$ cat src/rtl/data_axi_bridge_pkg.sv
// Shared AXI encodings and the latched-request record for the data-side bridge.
package data_axi_bridge_pkg;

  localparam logic [1:0] AXI_BURST_INCR = 2'b01;

  localparam logic [2:0] AXI_SIZE_BYTE = 3'd0;
  localparam logic [2:0] AXI_SIZE_HALF = 3'd1;
  localparam logic [2:0] AXI_SIZE_WORD = 3'd2;

  localparam logic [3:0] AXCACHE_CACHEABLE = 4'b1111;
  localparam logic [3:0] AXCACHE_DEVICE    = 4'b0000;

  typedef struct packed {
    logic        wr;
    logic [31:0] addr;
    logic [2:0]  size;
    logic [3:0]  cache;
    logic [3:0]  wstrb;
    logic [31:0] wdata;
  } slot_t;

  function automatic logic [3:0] axcache_of(input logic cacheable);
    return cacheable ? AXCACHE_CACHEABLE : AXCACHE_DEVICE;
  endfunction

endpackage

$ cat src/rtl/data_axi_bridge_if.sv
// Core data-port (req/addr_ok/data_ok) bundle and single-beat AXI3 master bundle.
interface data_req_if;
  logic        data_req;
  logic        data_cache;
  logic        data_wr;
  logic [3:0]  data_wstrb;
  logic [31:0] data_addr;
  logic [2:0]  data_size;
  logic [31:0] data_wdata;
  logic        data_addr_ok;
  logic        data_data_ok;
  logic [31:0] data_rdata;

  modport master (
    output data_req, data_cache, data_wr, data_wstrb, data_addr, data_size, data_wdata,
    input  data_addr_ok, data_data_ok, data_rdata
  );
  modport slave (
    input  data_req, data_cache, data_wr, data_wstrb, data_addr, data_size, data_wdata,
    output data_addr_ok, data_data_ok, data_rdata
  );
endinterface

interface data_axi_if;
  logic [3:0]  arid;
  logic [31:0] araddr;
  logic [3:0]  arlen;
  logic [2:0]  arsize;
  logic [1:0]  arburst;
  logic [3:0]  arcache;
  logic        arvalid;
  logic        arready;
  logic [3:0]  rid;
  logic [31:0] rdata;
  logic [1:0]  rresp;
  logic        rlast;
  logic        rvalid;
  logic        rready;
  logic [3:0]  awid;
  logic [31:0] awaddr;
  logic [3:0]  awlen;
  logic [2:0]  awsize;
  logic [1:0]  awburst;
  logic [3:0]  awcache;
  logic        awvalid;
  logic        awready;
  logic [31:0] wdata;
  logic [3:0]  wstrb;
  logic        wlast;
  logic        wvalid;
  logic        wready;
  logic [3:0]  bid;
  logic [1:0]  bresp;
  logic        bvalid;
  logic        bready;

  modport master (
    output arid, araddr, arlen, arsize, arburst, arcache, arvalid, rready,
    output awid, awaddr, awlen, awsize, awburst, awcache, awvalid,
    output wdata, wstrb, wlast, wvalid, bready,
    input  arready, rid, rdata, rresp, rlast, rvalid, awready, wready, bid, bresp, bvalid
  );
  modport slave (
    input  arid, araddr, arlen, arsize, arburst, arcache, arvalid, rready,
    input  awid, awaddr, awlen, awsize, awburst, awcache, awvalid,
    input  wdata, wstrb, wlast, wvalid, bready,
    output arready, rid, rdata, rresp, rlast, rvalid, awready, wready, bid, bresp, bvalid
  );
endinterface

$ cat src/rtl/data_axi_bridge_axi_single_issue.sv
// Single request slot driving AR, or AW+W independently, until each channel handshakes.
// Latency: valids rise the cycle after issue. Backpressure: each valid holds until its ready.
// busy drops combinationally in the cycle the last outstanding channel handshakes.
module axi_single_issue
  import data_axi_bridge_pkg::*;
(
  input  logic  clk,
  input  logic  resetn,
  input  logic  issue,
  input  slot_t issue_slot,
  input  logic  arready,
  input  logic  awready,
  input  logic  wready,
  output slot_t slot,
  output logic  arvalid,
  output logic  awvalid,
  output logic  wvalid,
  output logic  busy
);

  logic ar_left, aw_left, w_left;

  assign ar_left = arvalid && !arready;
  assign aw_left = awvalid && !awready;
  assign w_left  = wvalid  && !wready;
  assign busy    = ar_left || aw_left || w_left;

  // issue is only granted when nothing is left over, so it may overwrite the flags
  always_ff @(posedge clk) begin
    if (!resetn) begin
      arvalid <= 1'b0;
      awvalid <= 1'b0;
      wvalid  <= 1'b0;
      slot    <= '0;
    end else begin
      arvalid <= issue ? !issue_slot.wr : ar_left;
      awvalid <= issue ?  issue_slot.wr : aw_left;
      wvalid  <= issue ?  issue_slot.wr : w_left;
      if (issue) slot <= issue_slot;
    end
  end

endmodule

$ cat src/rtl/data_axi_bridge.sv
// Data-side responder: each accepted core request becomes one single-beat AXI3 read or write.
// Latency: accept at T, AXI valid at T+1, data_ok no earlier than T+2; completions in order.
// Backpressure: addr_ok withheld when OUTSTANDING in flight, slot busy, or read/write mix.
module data_axi_bridge
  import data_axi_bridge_pkg::*;
#(
  parameter int         OUTSTANDING = 2,
  parameter logic [3:0] AXI_ID      = 4'd1
) (
  input  logic       clk,
  input  logic       resetn,
  data_req_if.slave  core,
  data_axi_if.master axi
);

  localparam int CW = $clog2(OUTSTANDING + 1);

  logic [CW-1:0] cnt;
  logic          cur_wr;
  logic          accept;
  logic          complete;
  logic          slot_busy;
  slot_t         req_slot;
  slot_t         slot;

  // never mixing directions in flight keeps read-after-write ordering trivial
  assign accept = resetn && core.data_req && (cnt < CW'(OUTSTANDING)) && !slot_busy
                  && (cnt == '0 || core.data_wr == cur_wr);

  // responses with nothing in flight are dropped
  assign complete = resetn && (cnt != '0)
                    && ((axi.rvalid && !cur_wr) || (axi.bvalid && cur_wr));

  assign req_slot = '{wr:    core.data_wr,
                      addr:  core.data_addr,
                      size:  core.data_size,
                      cache: axcache_of(core.data_cache),
                      wstrb: core.data_wstrb,
                      wdata: core.data_wdata};

  always_ff @(posedge clk) begin
    if (!resetn) begin
      cnt    <= '0;
      cur_wr <= 1'b0;
    end else begin
      cnt <= cnt + CW'(accept) - CW'(complete);
      if (accept && cnt == '0) cur_wr <= core.data_wr;
    end
  end

  axi_single_issue u_issue (
    .clk        (clk),
    .resetn     (resetn),
    .issue      (accept),
    .issue_slot (req_slot),
    .arready    (axi.arready),
    .awready    (axi.awready),
    .wready     (axi.wready),
    .slot       (slot),
    .arvalid    (axi.arvalid),
    .awvalid    (axi.awvalid),
    .wvalid     (axi.wvalid),
    .busy       (slot_busy)
  );

  assign core.data_addr_ok = accept;
  assign core.data_data_ok = complete;
  assign core.data_rdata   = axi.rdata;

  assign axi.arid    = AXI_ID;
  assign axi.araddr  = slot.addr;
  assign axi.arlen   = 4'd0;
  assign axi.arsize  = slot.size;
  assign axi.arburst = AXI_BURST_INCR;
  assign axi.arcache = slot.cache;
  assign axi.rready  = 1'b1;

  assign axi.awid    = AXI_ID;
  assign axi.awaddr  = slot.addr;
  assign axi.awlen   = 4'd0;
  assign axi.awsize  = slot.size;
  assign axi.awburst = AXI_BURST_INCR;
  assign axi.awcache = slot.cache;
  assign axi.wdata   = slot.wdata;
  assign axi.wstrb   = slot.wstrb;
  assign axi.wlast   = 1'b1;
  assign axi.bready  = 1'b1;

  logic unused_resp;
  assign unused_resp = ^{axi.rid, axi.rresp, axi.rlast, axi.bid, axi.bresp};

endmodule

$ cat src/flat_wrapper.sv
// flat-port wrapper written by rule: the top's interface ports become plain ports
module data_axi_bridge_flat import data_axi_bridge_pkg::*;
#(
  parameter int         OUTSTANDING = 2,
  parameter logic [3:0] AXI_ID      = 4'd1
)
  (clk, resetn, core_data_req, core_data_cache, core_data_wr, core_data_wstrb, core_data_addr, core_data_size, core_data_wdata, core_data_addr_ok, core_data_data_ok, core_data_rdata, axi_arid, axi_araddr, axi_arlen, axi_arsize, axi_arburst, axi_arcache, axi_arvalid, axi_rready, axi_awid, axi_awaddr, axi_awlen, axi_awsize, axi_awburst, axi_awcache, axi_awvalid, axi_wdata, axi_wstrb, axi_wlast, axi_wvalid, axi_bready, axi_arready, axi_rid, axi_rdata, axi_rresp, axi_rlast, axi_rvalid, axi_awready, axi_wready, axi_bid, axi_bresp, axi_bvalid);
  data_req_if core_i ();
  data_axi_if axi_i ();
  input  logic clk;
  input  logic resetn;
  input wire logic [$bits(core_i.data_req)-1:0] core_data_req;
  input wire logic [$bits(core_i.data_cache)-1:0] core_data_cache;
  input wire logic [$bits(core_i.data_wr)-1:0] core_data_wr;
  input wire logic [$bits(core_i.data_wstrb)-1:0] core_data_wstrb;
  input wire logic [$bits(core_i.data_addr)-1:0] core_data_addr;
  input wire logic [$bits(core_i.data_size)-1:0] core_data_size;
  input wire logic [$bits(core_i.data_wdata)-1:0] core_data_wdata;
  output wire logic [$bits(core_i.data_addr_ok)-1:0] core_data_addr_ok;
  output wire logic [$bits(core_i.data_data_ok)-1:0] core_data_data_ok;
  output wire logic [$bits(core_i.data_rdata)-1:0] core_data_rdata;
  output wire logic [$bits(axi_i.arid)-1:0] axi_arid;
  output wire logic [$bits(axi_i.araddr)-1:0] axi_araddr;
  output wire logic [$bits(axi_i.arlen)-1:0] axi_arlen;
  output wire logic [$bits(axi_i.arsize)-1:0] axi_arsize;
  output wire logic [$bits(axi_i.arburst)-1:0] axi_arburst;
  output wire logic [$bits(axi_i.arcache)-1:0] axi_arcache;
  output wire logic [$bits(axi_i.arvalid)-1:0] axi_arvalid;
  output wire logic [$bits(axi_i.rready)-1:0] axi_rready;
  output wire logic [$bits(axi_i.awid)-1:0] axi_awid;
  output wire logic [$bits(axi_i.awaddr)-1:0] axi_awaddr;
  output wire logic [$bits(axi_i.awlen)-1:0] axi_awlen;
  output wire logic [$bits(axi_i.awsize)-1:0] axi_awsize;
  output wire logic [$bits(axi_i.awburst)-1:0] axi_awburst;
  output wire logic [$bits(axi_i.awcache)-1:0] axi_awcache;
  output wire logic [$bits(axi_i.awvalid)-1:0] axi_awvalid;
  output wire logic [$bits(axi_i.wdata)-1:0] axi_wdata;
  output wire logic [$bits(axi_i.wstrb)-1:0] axi_wstrb;
  output wire logic [$bits(axi_i.wlast)-1:0] axi_wlast;
  output wire logic [$bits(axi_i.wvalid)-1:0] axi_wvalid;
  output wire logic [$bits(axi_i.bready)-1:0] axi_bready;
  input wire logic [$bits(axi_i.arready)-1:0] axi_arready;
  input wire logic [$bits(axi_i.rid)-1:0] axi_rid;
  input wire logic [$bits(axi_i.rdata)-1:0] axi_rdata;
  input wire logic [$bits(axi_i.rresp)-1:0] axi_rresp;
  input wire logic [$bits(axi_i.rlast)-1:0] axi_rlast;
  input wire logic [$bits(axi_i.rvalid)-1:0] axi_rvalid;
  input wire logic [$bits(axi_i.awready)-1:0] axi_awready;
  input wire logic [$bits(axi_i.wready)-1:0] axi_wready;
  input wire logic [$bits(axi_i.bid)-1:0] axi_bid;
  input wire logic [$bits(axi_i.bresp)-1:0] axi_bresp;
  input wire logic [$bits(axi_i.bvalid)-1:0] axi_bvalid;
  assign core_i.data_req = core_data_req;
  assign core_i.data_cache = core_data_cache;
  assign core_i.data_wr = core_data_wr;
  assign core_i.data_wstrb = core_data_wstrb;
  assign core_i.data_addr = core_data_addr;
  assign core_i.data_size = core_data_size;
  assign core_i.data_wdata = core_data_wdata;
  assign core_data_addr_ok = core_i.data_addr_ok;
  assign core_data_data_ok = core_i.data_data_ok;
  assign core_data_rdata = core_i.data_rdata;
  assign axi_arid = axi_i.arid;
  assign axi_araddr = axi_i.araddr;
  assign axi_arlen = axi_i.arlen;
  assign axi_arsize = axi_i.arsize;
  assign axi_arburst = axi_i.arburst;
  assign axi_arcache = axi_i.arcache;
  assign axi_arvalid = axi_i.arvalid;
  assign axi_rready = axi_i.rready;
  assign axi_awid = axi_i.awid;
  assign axi_awaddr = axi_i.awaddr;
  assign axi_awlen = axi_i.awlen;
  assign axi_awsize = axi_i.awsize;
  assign axi_awburst = axi_i.awburst;
  assign axi_awcache = axi_i.awcache;
  assign axi_awvalid = axi_i.awvalid;
  assign axi_wdata = axi_i.wdata;
  assign axi_wstrb = axi_i.wstrb;
  assign axi_wlast = axi_i.wlast;
  assign axi_wvalid = axi_i.wvalid;
  assign axi_bready = axi_i.bready;
  assign axi_i.arready = axi_arready;
  assign axi_i.rid = axi_rid;
  assign axi_i.rdata = axi_rdata;
  assign axi_i.rresp = axi_rresp;
  assign axi_i.rlast = axi_rlast;
  assign axi_i.rvalid = axi_rvalid;
  assign axi_i.awready = axi_awready;
  assign axi_i.wready = axi_wready;
  assign axi_i.bid = axi_bid;
  assign axi_i.bresp = axi_bresp;
  assign axi_i.bvalid = axi_bvalid;
  data_axi_bridge #(.OUTSTANDING(OUTSTANDING), .AXI_ID(AXI_ID)) u_core (.clk(clk), .resetn(resetn), .core(core_i), .axi(axi_i));
endmodule
$ cat config.mk
export PLATFORM = sky130hd
export DESIGN_NAME = data_axi_bridge_flat
export DESIGN_NICKNAME = d
export VERILOG_FILES = /design/src/rtl/data_axi_bridge_pkg.sv /design/src/rtl/data_axi_bridge_if.sv /design/src/rtl/data_axi_bridge_axi_single_issue.sv /design/src/rtl/data_axi_bridge.sv /design/src/flat_wrapper.sv
export SDC_FILE = /design/constraint.sdc
export NUM_CORES = 1
export LEC_CHECK = 0
export BUFFER_PORTS_ARGS = -buffer_cell sky130_fd_sc_hd__buf_2
export CORE_AREA = 2 2 115 117
export DETAILED_ROUTE_END_ITERATION = 16
export DIE_AREA = 0 0 117 119
export PLACE_DENSITY_LB_ADDON = 0.25
export SKIP_LAST_GASP = 1
export SLEW_MARGIN = 25
export SYNTH_ARGS = -nofsm -noshare
export SYNTH_HDL_FRONTEND = slang
export SYNTH_SLANG_ARGS = --single-unit
$ cat constraint.sdc
create_clock -name clk -period 4.3 [get_ports clk]
set_input_delay 0.86 -clock clk [delete_from_list [all_inputs] [get_ports clk]]
set_output_delay 0.86 -clock clk [all_outputs]
set_load 0.02 [all_outputs]
* After elaboration in Yosys (flattened, before gate mapping)
Cells that the tools add are included.
** Storage, ports and cells
- Register bits after elaboration :: 81
- Output and inout bits :: 174
- Word-level logic and storage cells :: 42
** Operators by class
- Add/subtract/negate cells :: 2
- Magnitude comparators :: 1
- Equality and inequality tests :: 1
- Mux-type cells :: 4
- Reduce and logical (&&, ||, !) cells :: 24
** Operators with widths (count)
- $logic_and A1 B1 Y1 :: 12
- $logic_not A1 Y1 :: 6
- $logic_or A1 B1 Y1 :: 4
- $mux W4 :: 1
- $mux W1 :: 3
- $add A2 B1 Y2 :: 1
- $logic_not A2 Y1 :: 1
- $lt A2 B2 Y1 const B :: 1
- $reduce_bool A2 Y1 :: 1
- $sub A2 B1 Y2 :: 1
- $eq A1 B1 Y1 :: 1

* Depth between registers and ports, before layout
Gate-level depths: netlist of run 1.
- Word-level depth :: 9
- Mapped depth :: 12
- Gate-level depth less buffers :: 10

* Modules after synthesis
From an unflattened synthesis of run 1, not the netlist that was laid out.
** Second synthesis, totals
- Cell total of the unflattened synthesis :: 374
- Area, all modules :: 3923.8 sq um
** Modules (own cells, without submodules)
- axi_single_issue :: instances 1, cells an instance 258, area each 3012.9 sq um, sequential area each 1581.5 sq um
- data_axi_bridge :: instances 1, cells an instance 116, area each 910.9 sq um, sequential area each 60.1 sq um

* Worst setup path before layout of run 1
OpenSTA, ideal clock, no wires.
- Path kind :: input to register
- From :: input resetn
- To :: register u_core.cnt[1]
- Arrival :: 2711 ps
- Required time :: 4185 ps
- Setup slack :: 1473 ps
- Cell stages on the path :: 11
- Buffers on the path :: 3
- Cells stage by stage :: buf_2 -> buf_2 -> clkbuf_1 -> o21ai_0 -> nor2_1 -> ha_1 -> inv_1 -> ha_1 -> xor2_1 -> xnor2_1 -> nor2_1
** On the way
- Elaborated cells on any way between the ends :: 8
- Those cells by class :: add/sub: 2; reduce/logical: 6
** RTL lines
- start: declaration :: RTL line flat_wrapper.sv:11 : input logic resetn;
- $logic_and A1 B1 Y1 :: RTL line data_axi_bridge.sv:31 : assign complete = resetn && (cnt != '0)
- $logic_and A1 B1 Y1 :: RTL line data_axi_bridge.sv:32 : && ((axi.rvalid && !cur_wr) || (axi.bvalid && cur_wr));
- via core_data_data_ok :: RTL line flat_wrapper.sv:20 : output wire logic [$bits(core_i.data_data_ok)-1:0] core_data_data_ok;
- $sub A2 B1 Y2 :: RTL line data_axi_bridge.sv:46 : cnt <= cnt + CW'(accept) - CW'(complete);
- end signal: assignment :: RTL line data_axi_bridge.sv:46
- end: declaration :: RTL line data_axi_bridge.sv:18 : logic [CW-1:0] cnt;
The timed path passes the listed nets, and every way through them passes these cells.
A chain may end at the register's enable or synchronous reset.

* Worst setup path in the final report of run 1
- From :: input axi_wready
- To :: output core_data_addr_ok
** On the way
- Word-level cells in the longest chain between the ends :: 6
** Ends and longest elaborated chain
- start: declaration :: RTL line flat_wrapper.sv:49 : input wire logic [$bits(axi_i.wready)-1:0] axi_wready;
- $logic_not A1 Y1 :: RTL line data_axi_bridge_axi_single_issue.sv:25 : assign w_left = wvalid && !wready;
- $logic_and A1 B1 Y1 :: RTL line data_axi_bridge_axi_single_issue.sv:25
- $logic_or A1 B1 Y1 :: RTL line data_axi_bridge_axi_single_issue.sv:26 : assign busy = ar_left || aw_left || w_left;
- $logic_not A1 Y1 :: RTL line data_axi_bridge.sv:27 : assign accept = resetn && core.data_req && (cnt < CW'(OUTSTANDING)) && !slot_busy
- $logic_and A1 B1 Y1 :: RTL line data_axi_bridge.sv:27
- $logic_and A1 B1 Y1 :: RTL line data_axi_bridge.sv:28 : && (cnt == '0 || core.data_wr == cur_wr);
- end: declaration :: RTL line flat_wrapper.sv:19 : output wire logic [$bits(core_i.data_addr_ok)-1:0] core_data_addr_ok;
No other way between the ends.

==> qor.yml, run 1 <==
cts_made_buffers: 9
crit_top_cell: "buf_2"
synth_area_um2: 3920
globalplace.congestion: 0.678
totalWireLength_um: 8410
hold_buffers: 0
dpl.cell_count: 726
synth_top_area_share_pct: 39.8
fmax_mhz: 331
synth-edff-count: 0
p_leak_nw: 2.47
layout_common_cells: "buf_2 (198), nand2_1 (146), dfxtp_1 (78), mux2i_1 (73), conb_1 (23)"
cts_resized: 0
maxCapViolCount: 0
synthCells: 449
clk_latency_ns: 0.33
yosysWarnings: 0
ff2ff_setup_slack_ns: 2.07
path_max_fanout: 19
fin_hold_ws_ns: 0.451
critPathCaptureType: "output pin"
drc: 0
synthArstFlopShare_pct: 0
max_stage_delay_ns: 0.32
seq_area_frac_synth_pct: 39.8
io_buffers: 199
reg2regPathDepth: 11
ir_drop_mv: 0.194
antenna_found_initial: 0
setup_viol: 0
grt_usage_pct: 11.7
dp_hpwl_um: 6070
finalNetCount: 689
detail-route-antenna-nets: 0
hold_viol: 0
cp.arrival_ns: 2.16
register_area_um2: 1560
grt_pass1_vias: 2605
slew_viol_final: 0
routedWlPerCell_um: 11.3
rows: 42
status: "completed"
drive_above_1_share_pct: 38.3
cts.sinks: 78
vias: 2984
synth_flop_cell: "dfxtp_1"
skew_ns: 0.00340
path_cells: "buf_2, nand2b_1, nand4_1, a21oi_4, buf_4, and2_1, buf_2"
synth_cell_type_count: 27
criticalPathCategory: "input pin to output pin"
whs_path_depth: 2
cts_buffer_depth: 2
tns_ns: 0
syn_avg_cell_area_um2: 8.74
htree_levels: 3
die_h_um: 119
grt_pass1_wl_um: 12600
slew_headroom_pct: 35.4
die_x_um: 117
core_um2: 12900
drt-pass1-iter-count: 4
n_fill_cell: 1354
grt-ovfl-total: 0
tritoncts: "built"
min_period_ns: 3.02
synth_top_cell_by_area: "dfxtp_1"
drt_iter0_markers: 124
hold_end: "u_core.u_issue.slot[29]"
syn_to_final_growth_pct: 18.5
pin_count: 300
diodes: 0
r2r-end: "u_core.cnt[1]"
postLayoutCellArea_um2: 4650
final_common_cell: "buf_2"
cts-root-buf: "clkbuf_16"
grt_start_max_net_pins: 96
r2r-start: "u_core.cnt[1]"
vias_per_cell: 4.02
crit_required_ns: 3.44
detailed_place.area_um2: 4370
finalCritPeriodShare_pct: 70.3
final_cells: 742
postCtsSetupBuffers: 0
rsz0062_at_grt: "false"
hp-start: "u_core.u_issue.slot[29]"
clkTransAtPathRegs_ns: 0.05
crit_slowest_cell: "buf_4"
die_area_um2: 13900
tightest_slew_ns: 0.969
multi_input_area_um2: 1550
hold_path_class: "register to register"
ys_ff_latch: 78
power_density_nw_per_um2: 525
initial_core_util_pct: 30.5
cp-start-kind: "input pin"
ys_top_cells_by_area: "dfxtp_1 (40%), buf_4 (19%), mux2i_1 (19%)"
## synth_stat cells (3+ instances only)
cell type / instances
clkbuf_1: 13
nand2_1: 146
mux2i_1: 73
buf_4: 100
inv_1: 3
buf_8: 3
nor2_1: 4
nand2b_1: 3
dfxtp_1: 78
## report_power, final
part           internal, mW  switching, mW
Sequential            0.846         0.0778
Clock                 0.439          0.278
Combinational         0.301          0.497
## critical path, delay by kind of cell
family / cells / cell delay, ns
buffers and inverters: 3 / 0.56
and+or+nand+nor: 3 / 0.55
AOI/OAI and AO/OA: 1 / 0.17
## registers in the layout, indices dropped and copies added, names as in the netlist
signal,cells
u_core.u_issue.arvalid,1
u_core.u_issue.wvalid,1
u_core.u_issue.awvalid,1
u_core.cnt,2
u_core.cur_wr,1
u_core.u_issue.slot,72
## kinds of logic after synthesis
| logic type | Yosys count | share of synthesized area (%) |
|---|---|---|
| AND/OR/NAND/NOR | 158 | 15.8 |
| buffers and inverters | 125 | 22.8 |
| flip-flops | 78 | 39.8 |
| multiplexers | 73 | 18.6 |
| AO/OA/AOI/OAI | 8 | 1.47 |
| XOR/XNOR | 3 | 0.670 |
| adder cells (fa/ha/maj) | 2 | 0.638 |
| other | 2 | 0.191 |
## how the worst max path moves through the flow
stage | depth (start not counted) | end | from
final | 7 | core_data_addr_ok | axi_wready
after global routing | 7 | core_data_addr_ok | axi_wready
after CTS | 7 | core_data_addr_ok | axi_wready
after detailed placement | 7 | core_data_addr_ok | axi_wready
after global placement | 7 | core_data_addr_ok | axi_wready
after floorplan | 11 | u_core.cnt[1] | resetn
## cell type report
type | count | area share [%]
Sequential cell | 78 | 33.6
Multi-Input combinational cell | 267 | 33.4
Clock buffer | 16 | 6.06
Tap cell | 176 | 4.74
Timing Repair Buffer | 202 | 22.0
Inverter | 3 | 0.242
## per-stage QoR
| stage | power, mW | worst slack [ns] | util, % |
|---|---|---|---|
| final | 2.44 | 1.28 | 36.1 |
| after global routing | 2.60 | 1.17 | 36.1 |
| after CTS | 2.49 | 1.26 | 36.1 |
| after detailed placement | 1.75 | 1.26 | 33.9 |
| after global placement | 1.74 | 1.27 | 33.9 |
| after floorplan | 1.65 | 1.47 | - |
## layer usage
| layer | up-vias | GRT usage (%) | share of wire, % | routed length, um |
|---|---|---|---|---|
| met5 | - | 0 | 0 | 0 |
| met1 | 1303 | 13.2 | 42 | 3500 |
| met3 | 14 | 4.68 | 9.6 | 809 |
| met2 | 140 | 18.7 | 46 | 3910 |
| li1 | 1527 | - | - | - |
| met4 | 0 | 6.32 | 2.3 | 190 |
Note: power is estimated with default switching activity, not from simulation.
==> run 2: changes to the inputs <==
--- a/config.mk
+++ b/config.mk
@@ -6,9 +6,9 @@
 export NUM_CORES = 1
 export LEC_CHECK = 0
 export BUFFER_PORTS_ARGS = -buffer_cell sky130_fd_sc_hd__buf_2
-export CORE_AREA = 2 2 115 117
+export CORE_AREA = 2 2 118 120
 export DETAILED_ROUTE_END_ITERATION = 16
-export DIE_AREA = 0 0 117 119
+export DIE_AREA = 0 0 120 122
 export PLACE_DENSITY_LB_ADDON = 0.25
 export SKIP_LAST_GASP = 1
 export SLEW_MARGIN = 25
==> constraint.sdc (replaced) <==
create_clock -name clk -period 2.5 [get_ports clk]
set_input_delay 0.5 -clock clk [delete_from_list [all_inputs] [get_ports clk]]
set_output_delay 0.5 -clock clk [all_outputs]
set_load 0.02 [all_outputs]
==> run 2 against run 1 <==
Net effect: final area grew 0.40%; first-iteration DRC count shrank 29%; global-route usage grew 0.38 points; non-clock buffer count grew 1; largest power group unchanged; sequential cell count is the same; core utilization shrank 1.5 points; critical path type is now register to output pin; critical endpoint unchanged.
==> qor.yml, run 2 (same netlist as run 1, synthesis figures left out) <==
path_max_fanout: 4  # -15
hold_path_class: "input pin to register"
ir_drop_mv: 0.362  # +87%
pin_count: 300  # unchanged
finalCritPeriodShare_pct: 83.5
maxCapViolCount: 0  # unchanged
clk_latency_ns: 0.33  # about the same
vias: 3058  # +2.5%
slew_viol_final: 0  # unchanged
finalNetCount: 690  # +0.15%
clkTransAtPathRegs_ns: 0.06  # about the same
initial_core_util_pct: 29.0  # -1.4 points
tritoncts: "built"
die_x_um: 120  # +2.6%
largest_registers: "u_core.u_issue.slot: 72 flops, u_core.cnt: 2 flops"
max_stage_delay_ns: 0.33  # about the same
drt_iter0_markers: 88  # -29%
globalplace.congestion: 0.721  # +6.4%
status: "completed"
whs_path_depth: 3  # +1
drc: 0  # unchanged
largest_register: "u_core.u_issue.slot"
cp-start-kind: "register"
crit_slowest_cell: "dfxtp_1"
vias_per_cell: 4.10  # +2.1%
grt_pass1_vias: 2852  # +9.5%
largest_register_ffs: 72  # unchanged
cts.sinks: 78  # unchanged
cp.buffers_inverters: 1  # -2
crit_required_ns: 2.00  # -1.44 ns
cp_top_family: "simple AND/OR/NAND/NOR gates"
cp.arrival_ns: 1.59  # -0.57 ns
power_density_nw_per_um2: 899  # +71%
core_um2: 13500  # +4.9%
totalWireLength_um: 8970  # +6.6%
htree_levels: 3  # unchanged
detail-route-antenna-nets: 0  # unchanged
cts_resized: 0  # unchanged
critPathCaptureType: "output pin"
cts-root-buf: "clkbuf_16"
die_h_um: 122  # +2.5%
final_common_cell: "buf_2"
routedWlPerCell_um: 12.0  # +6.2%
critical_path_depth: 5  # -2
hold_viol: 0  # unchanged
min_period_ns: 2.09
reg2regPathDepth: 10  # -1
skew_ns: 0.00927  # +0.00587 ns
io_buffers: 199  # unchanged
drt-pass1-iter-count: 4  # unchanged
rows: 43  # +2.4%
syn_to_final_growth_pct: 18.9
postCtsSetupBuffers: 0  # unchanged
drive_above_1_share_pct: 38.8  # +0.42 points
grt_usage_pct: 12.1  # +0.38 points
slew_headroom_pct: 41.4  # +6.0 points
cts_buffer_depth: 2  # unchanged
grt-ovfl-total: 0  # unchanged
setup_viol: 0  # unchanged
tns_ns: 0  # unchanged
rsz0062_at_grt: "false"
tightest_slew_ns: 0.880  # -0.0894 ns
fmax_mhz: 479
path_cells: "nor2b_2, nand4_1, a21oi_4, and2_1, buf_2"
criticalPathCategory: "register to output pin"
antenna_found_initial: 0  # unchanged
diodes: 0  # unchanged
grt_pass1_wl_um: 13800  # +9.8%
die_area_um2: 14600  # +5.1%
dp_hpwl_um: 6590  # +8.6%
hold_buffers: 0  # unchanged
p_leak_nw: 2.48  # +0.37%
layout_common_cells: "buf_2 (198), nand2_1 (146), dfxtp_1 (78), mux2i_1 (73), conb_1 (23)"
cts_made_buffers: 9  # unchanged
fin_hold_ws_ns: 0.408  # -0.0431 ns
grt_start_max_net_pins: 94  # -2.1%
## run 2: final timing paths
kind | startpoint | endpoint | slack [ns]
worst min register to register | u_core.u_issue.slot[14] | u_core.u_issue.slot[14] | 0.45
worst min-delay path | core_data_wdata[12] | u_core.u_issue.slot[12] | 0.41
worst max-delay path | u_core.cnt[1] | core_data_addr_ok | 0.41
worst max register to register | u_core.cnt[1] | u_core.cnt[1] | 0.54
## run 2: per-stage QoR
stage | cell area (um^2) | utilization [%] | instances | worst slack (ns) | power [mW]
after floorplan | 4000 | - | 470 | 0.0334 | 2.85
after global placement | 4390 | 32.5 | 731 | 0.241 | 3.00
after detailed placement | 4390 | 32.5 | 731 | 0.203 | 3.03
after CTS | 4670 | 34.6 | 745 | 0.358 | 4.29
after global routing | 4670 | 34.6 | 745 | 0.278 | 4.45
final | 4670 | 34.6 | 745 | 0.412 | 4.19
## run 2: final cells by class
class | instances | area [um^2]
multi-input cells | 267 | 1550
clock buffers | 13 | 270
clock inverters | 1 | 5.00
well taps | 180 | 225
inverters | 3 | 11.3
flip-flops and latches | 78 | 1560
fillers | 1451 | 8840
repair buffers | 203 | 1040
## run 2: power by group
part	internal, mW	switching (mW)	total [mW]
clock network	0.741	0.473	1.21
registers	1.45	0.138	1.59
logic	0.521	0.865	1.39
total	2.72	1.48	4.19
## run 2: worst register-to-register path, delay by kind of cell (launching register included)
kind	cells	cell delay, ns
DFF	1	0.33
and+or+nand+nor	4	0.48
adders and majority gates	2	0.43
AOI/OAI and AO/OA	1	0.24
buffers and inverters	1	0.06
xor gates and xnor gates	2	0.32
## run 2: layer usage
metal  track usage (%)  vias up  routed length (um)
li1                  -     1526                   -
met1              13.4     1373                3620
met2              20.4      142                4340
met3              5.62       17                 874
met4              4.12        0                 136
met5                 0        -                   0
==> run 3: changes to the inputs <==
--- a/config.mk
+++ b/config.mk
@@ -5,10 +5,11 @@
 export SDC_FILE = /design/constraint.sdc
 export NUM_CORES = 1
 export LEC_CHECK = 0
+export ABC_AREA = 1
 export BUFFER_PORTS_ARGS = -buffer_cell sky130_fd_sc_hd__buf_2
-export CORE_AREA = 2 2 118 120
+export CORE_AREA = 2 2 116 118
 export DETAILED_ROUTE_END_ITERATION = 16
-export DIE_AREA = 0 0 120 122
+export DIE_AREA = 0 0 118 120
 export PLACE_DENSITY_LB_ADDON = 0.25
 export SKIP_LAST_GASP = 1
 export SLEW_MARGIN = 25
==> constraint.sdc (replaced) <==
create_clock -name clk -period 2 [get_ports clk]
set_input_delay 0.4 -clock clk [delete_from_list [all_inputs] [get_ports clk]]
set_output_delay 0.4 -clock clk [all_outputs]
set_load 0.02 [all_outputs]
==> run 3 against run 2 <==
Net effect: non-clock buffer count is 5 higher; final area rose by 8.8%; worst hold slack lost 0.062 ns; synthesized cell count increased by 39%; die area decreased by 3.3%; first-iteration DRC count is 93% higher; area after synthesis grew 9.0%; largest power group is now combinational cells.
==> qor.yml, run 3 <==
slew_viol_final: 0  # unchanged
power_density_nw_per_um2: 1160  # +29%
maxCapViolCount: 0  # unchanged
hold_viol: 0  # unchanged
die_area_um2: 14200  # -3.3%
syn_to_final_growth_pct: 18.7
p_leak_nw: 2.92  # +18%
postLayoutSetupSlackWorst_ns: 0.208  # -0.204 ns
die_h_um: 120  # -1.6%
rsz0062_at_grt: "false"
diodes: 0  # unchanged
r2r-start: "u_core.cnt[0]"
rows: 42  # -2.3%
grt_pass1_wl_um: 16200  # +18%
drc: 0  # unchanged
hp-start: "axi_wready"
drt-pass1-iter-count: 5  # +1
crit_required_ns: 1.60  # -0.40 ns
tightest_slew_ns: 0.824  # -0.0557 ns
largest_registers: "u_core.u_issue.slot: 72 flops, u_core.cnt: 2 flops"
path_max_fanout: 4  # unchanged
grt_start_max_net_pins: 86  # -8.5%
r2r-end: "u_core.cnt[1]"
cp.arrival_ns: 1.39  # -0.20 ns
synth_cell_type_count: 20  # -26%
fmax_mhz: 558
synth_flop_cell: "dfxtp_1"
totalWireLength_um: 10100  # +12%
grt_usage_pct: 14.1  # +2.0 points
vias_per_cell: 4.22  # +2.8%
die_x_um: 118  # -1.7%
drive_above_1_share_pct: 32.0  # -6.8 points
clkTransAtPathRegs_ns: 0.06  # about the same
setup_viol: 0  # unchanged
hold_end: "u_core.u_issue.wvalid"
reg2regPathDepth: 9  # -1
slew_headroom_pct: 45.1  # +3.7 points
cts_resized: 0  # unchanged
routedWlPerCell_um: 11.1  # -7.5%
synth-edff-count: 0  # unchanged
htree_levels: 3  # unchanged
grt_pass1_vias: 3302  # +16%
syn_avg_cell_area_um2: 6.87  # -21%
min_period_ns: 1.79
synthCells: 622  # +39%
finalNetCount: 852  # +23%
synth_top_cell_by_area: "dfxtp_1"
hold_buffers: 0  # unchanged
status: "completed"
layout_common_cells: "buf_2 (199), nand2_1 (84), inv_1 (81), dfxtp_1 (78), nor2_1 (77)"
postLayoutCellArea_um2: 5070  # +8.8%
ys_ff_latch: 78  # unchanged
grt-ovfl-total: 0  # unchanged
dp_slack_ns: 0.157  # -0.0459 ns
io_buffers: 199  # unchanged
core_um2: 13000  # -3.9%
ir_drop_mv: 0.346  # -4.5%
tritoncts: "built"
criticalPathCategory: "register to output pin"
seq_area_frac_synth_pct: 36.5  # -3.3 points
synthArstFlopShare_pct: 0  # unchanged
cts_buffer_depth: 2  # unchanged
pin_count: 300  # unchanged
detail-route-antenna-nets: 0  # unchanged
critPathCaptureType: "output pin"
vias: 3815  # +25%
detailed_place.area_um2: 4790  # +9.0%
dp_hpwl_um: 6840  # +3.7%
cts.sinks: 78  # unchanged
postCtsSetupBuffers: 0  # unchanged
tns_ns: 0  # unchanged
largest_register_ffs: 72  # unchanged
antenna_found_initial: 0  # unchanged
largest_register: "u_core.u_issue.slot"
cp-start-kind: "register"
ys_top_cells_by_area: "dfxtp_1 (37%), buf_4 (19%), a21oi_1 (8.8%)"
ff2ff_setup_slack_ns: 0.26  # -0.28 ns
finalCritPeriodShare_pct: 89.6
synth_area_um2: 4280  # +9.0%
synthMostInstantiatedCell: "buf_4"
hold_path_class: "input pin to register"
yosysWarnings: 0  # unchanged
whs_path_depth: 4  # +1
ys_top_cells_by_count: "buf_4 (108), nand2_1 (86), inv_1 (82)"
synth_top_area_share_pct: 36.5  # -3.3 points
initial_core_util_pct: 32.9  # +3.9 points
skew_ns: 0.00345  # -0.00581 ns
n_fill_cell: 1440  # -0.76%
drt_iter0_markers: 170  # +93%
cts-root-buf: "clkbuf_16"
globalplace.congestion: 0.710  # -1.5%
final_common_cell: "buf_2"
cts_made_buffers: 9  # unchanged
clk_latency_ns: 0.33  # about the same
-- run 3: report_power, final --
part           total [mW]  leakage, nW  switching, mW  internal, mW
logic                2.27         2.13           1.50         0.768
registers            2.01        0.641          0.176          1.84
clock network        1.61        0.148          0.627         0.984
total                5.89         2.92           2.31          3.59
-- run 3: kinds of logic (layout without fill, tap and decap cells) --
group,count (synthesis),count (layout),share of synthesized area [%]
buf+inv,221,306,29.8
compound gates,77,77,9.07
simple gates,241,241,23.6
other cells,2,23,0.176
fa+ha+maj,2,2,0.585
xor+xnor,1,1,0.205
flops,78,78,36.5
-- run 3: layout make-up --
type                            count  area (um^2)  share of cell area [%]
Tap cell                          176          220                    4.34
Multi-Input combinational cell    344         1580                    31.1
Clock buffer                       10          239                    4.71
Timing Repair Buffer              208         1110                    21.9
Sequential cell                    78         1560                    30.8
Inverter                           83          312                    6.14
Clock inverter                      5         50.0                   0.986
-- run 3: per-layer routing --
layer	GRT usage [%]	share of wire [%]
met5	0	0
met3	4.37	7.7
met4	5.65	1.2
met2	22.3	45
met1	17.9	46
-- run 3: worst max path at each step --
stage | start | endpoint | slack [ns]
after CTS | u_core.cnt[0] | core_data_addr_ok | 0.16
after global placement | resetn | u_core.cnt[1] | 0.15
final | u_core.cnt[0] | core_data_addr_ok | 0.21
after detailed placement | resetn | u_core.cnt[1] | 0.16
after floorplan | resetn | u_core.cnt[1] | 0.001
after global routing | u_core.cnt[0] | u_core.cnt[1] | 0.07
-- run 3: worst max-delay path, cell delays in order, from the launching register on --
cell      delay (ns)
dfxtp_1         0.34
nor2_2          0.23
nand3b_1        0.20
nand2_4         0.08
inv_1           0.05
buf_2           0.16
-- run 3: metrics by stage --
| stage | instances | hold slack, ns | power, mW | util (%) |
|---|---|---|---|---|
| final | 904 | 0.346 | 5.89 | 39.1 |
| after CTS | 904 | 0.331 | 6.01 | 39.1 |
| after global routing | 904 | 0.379 | 6.32 | 39.1 |
| after floorplan | 643 | 0.470 | 3.98 | - |
| after global placement | 889 | 0.455 | 4.35 | 36.9 |
| after detailed placement | 889 | 0.463 | 4.35 | 36.9 |
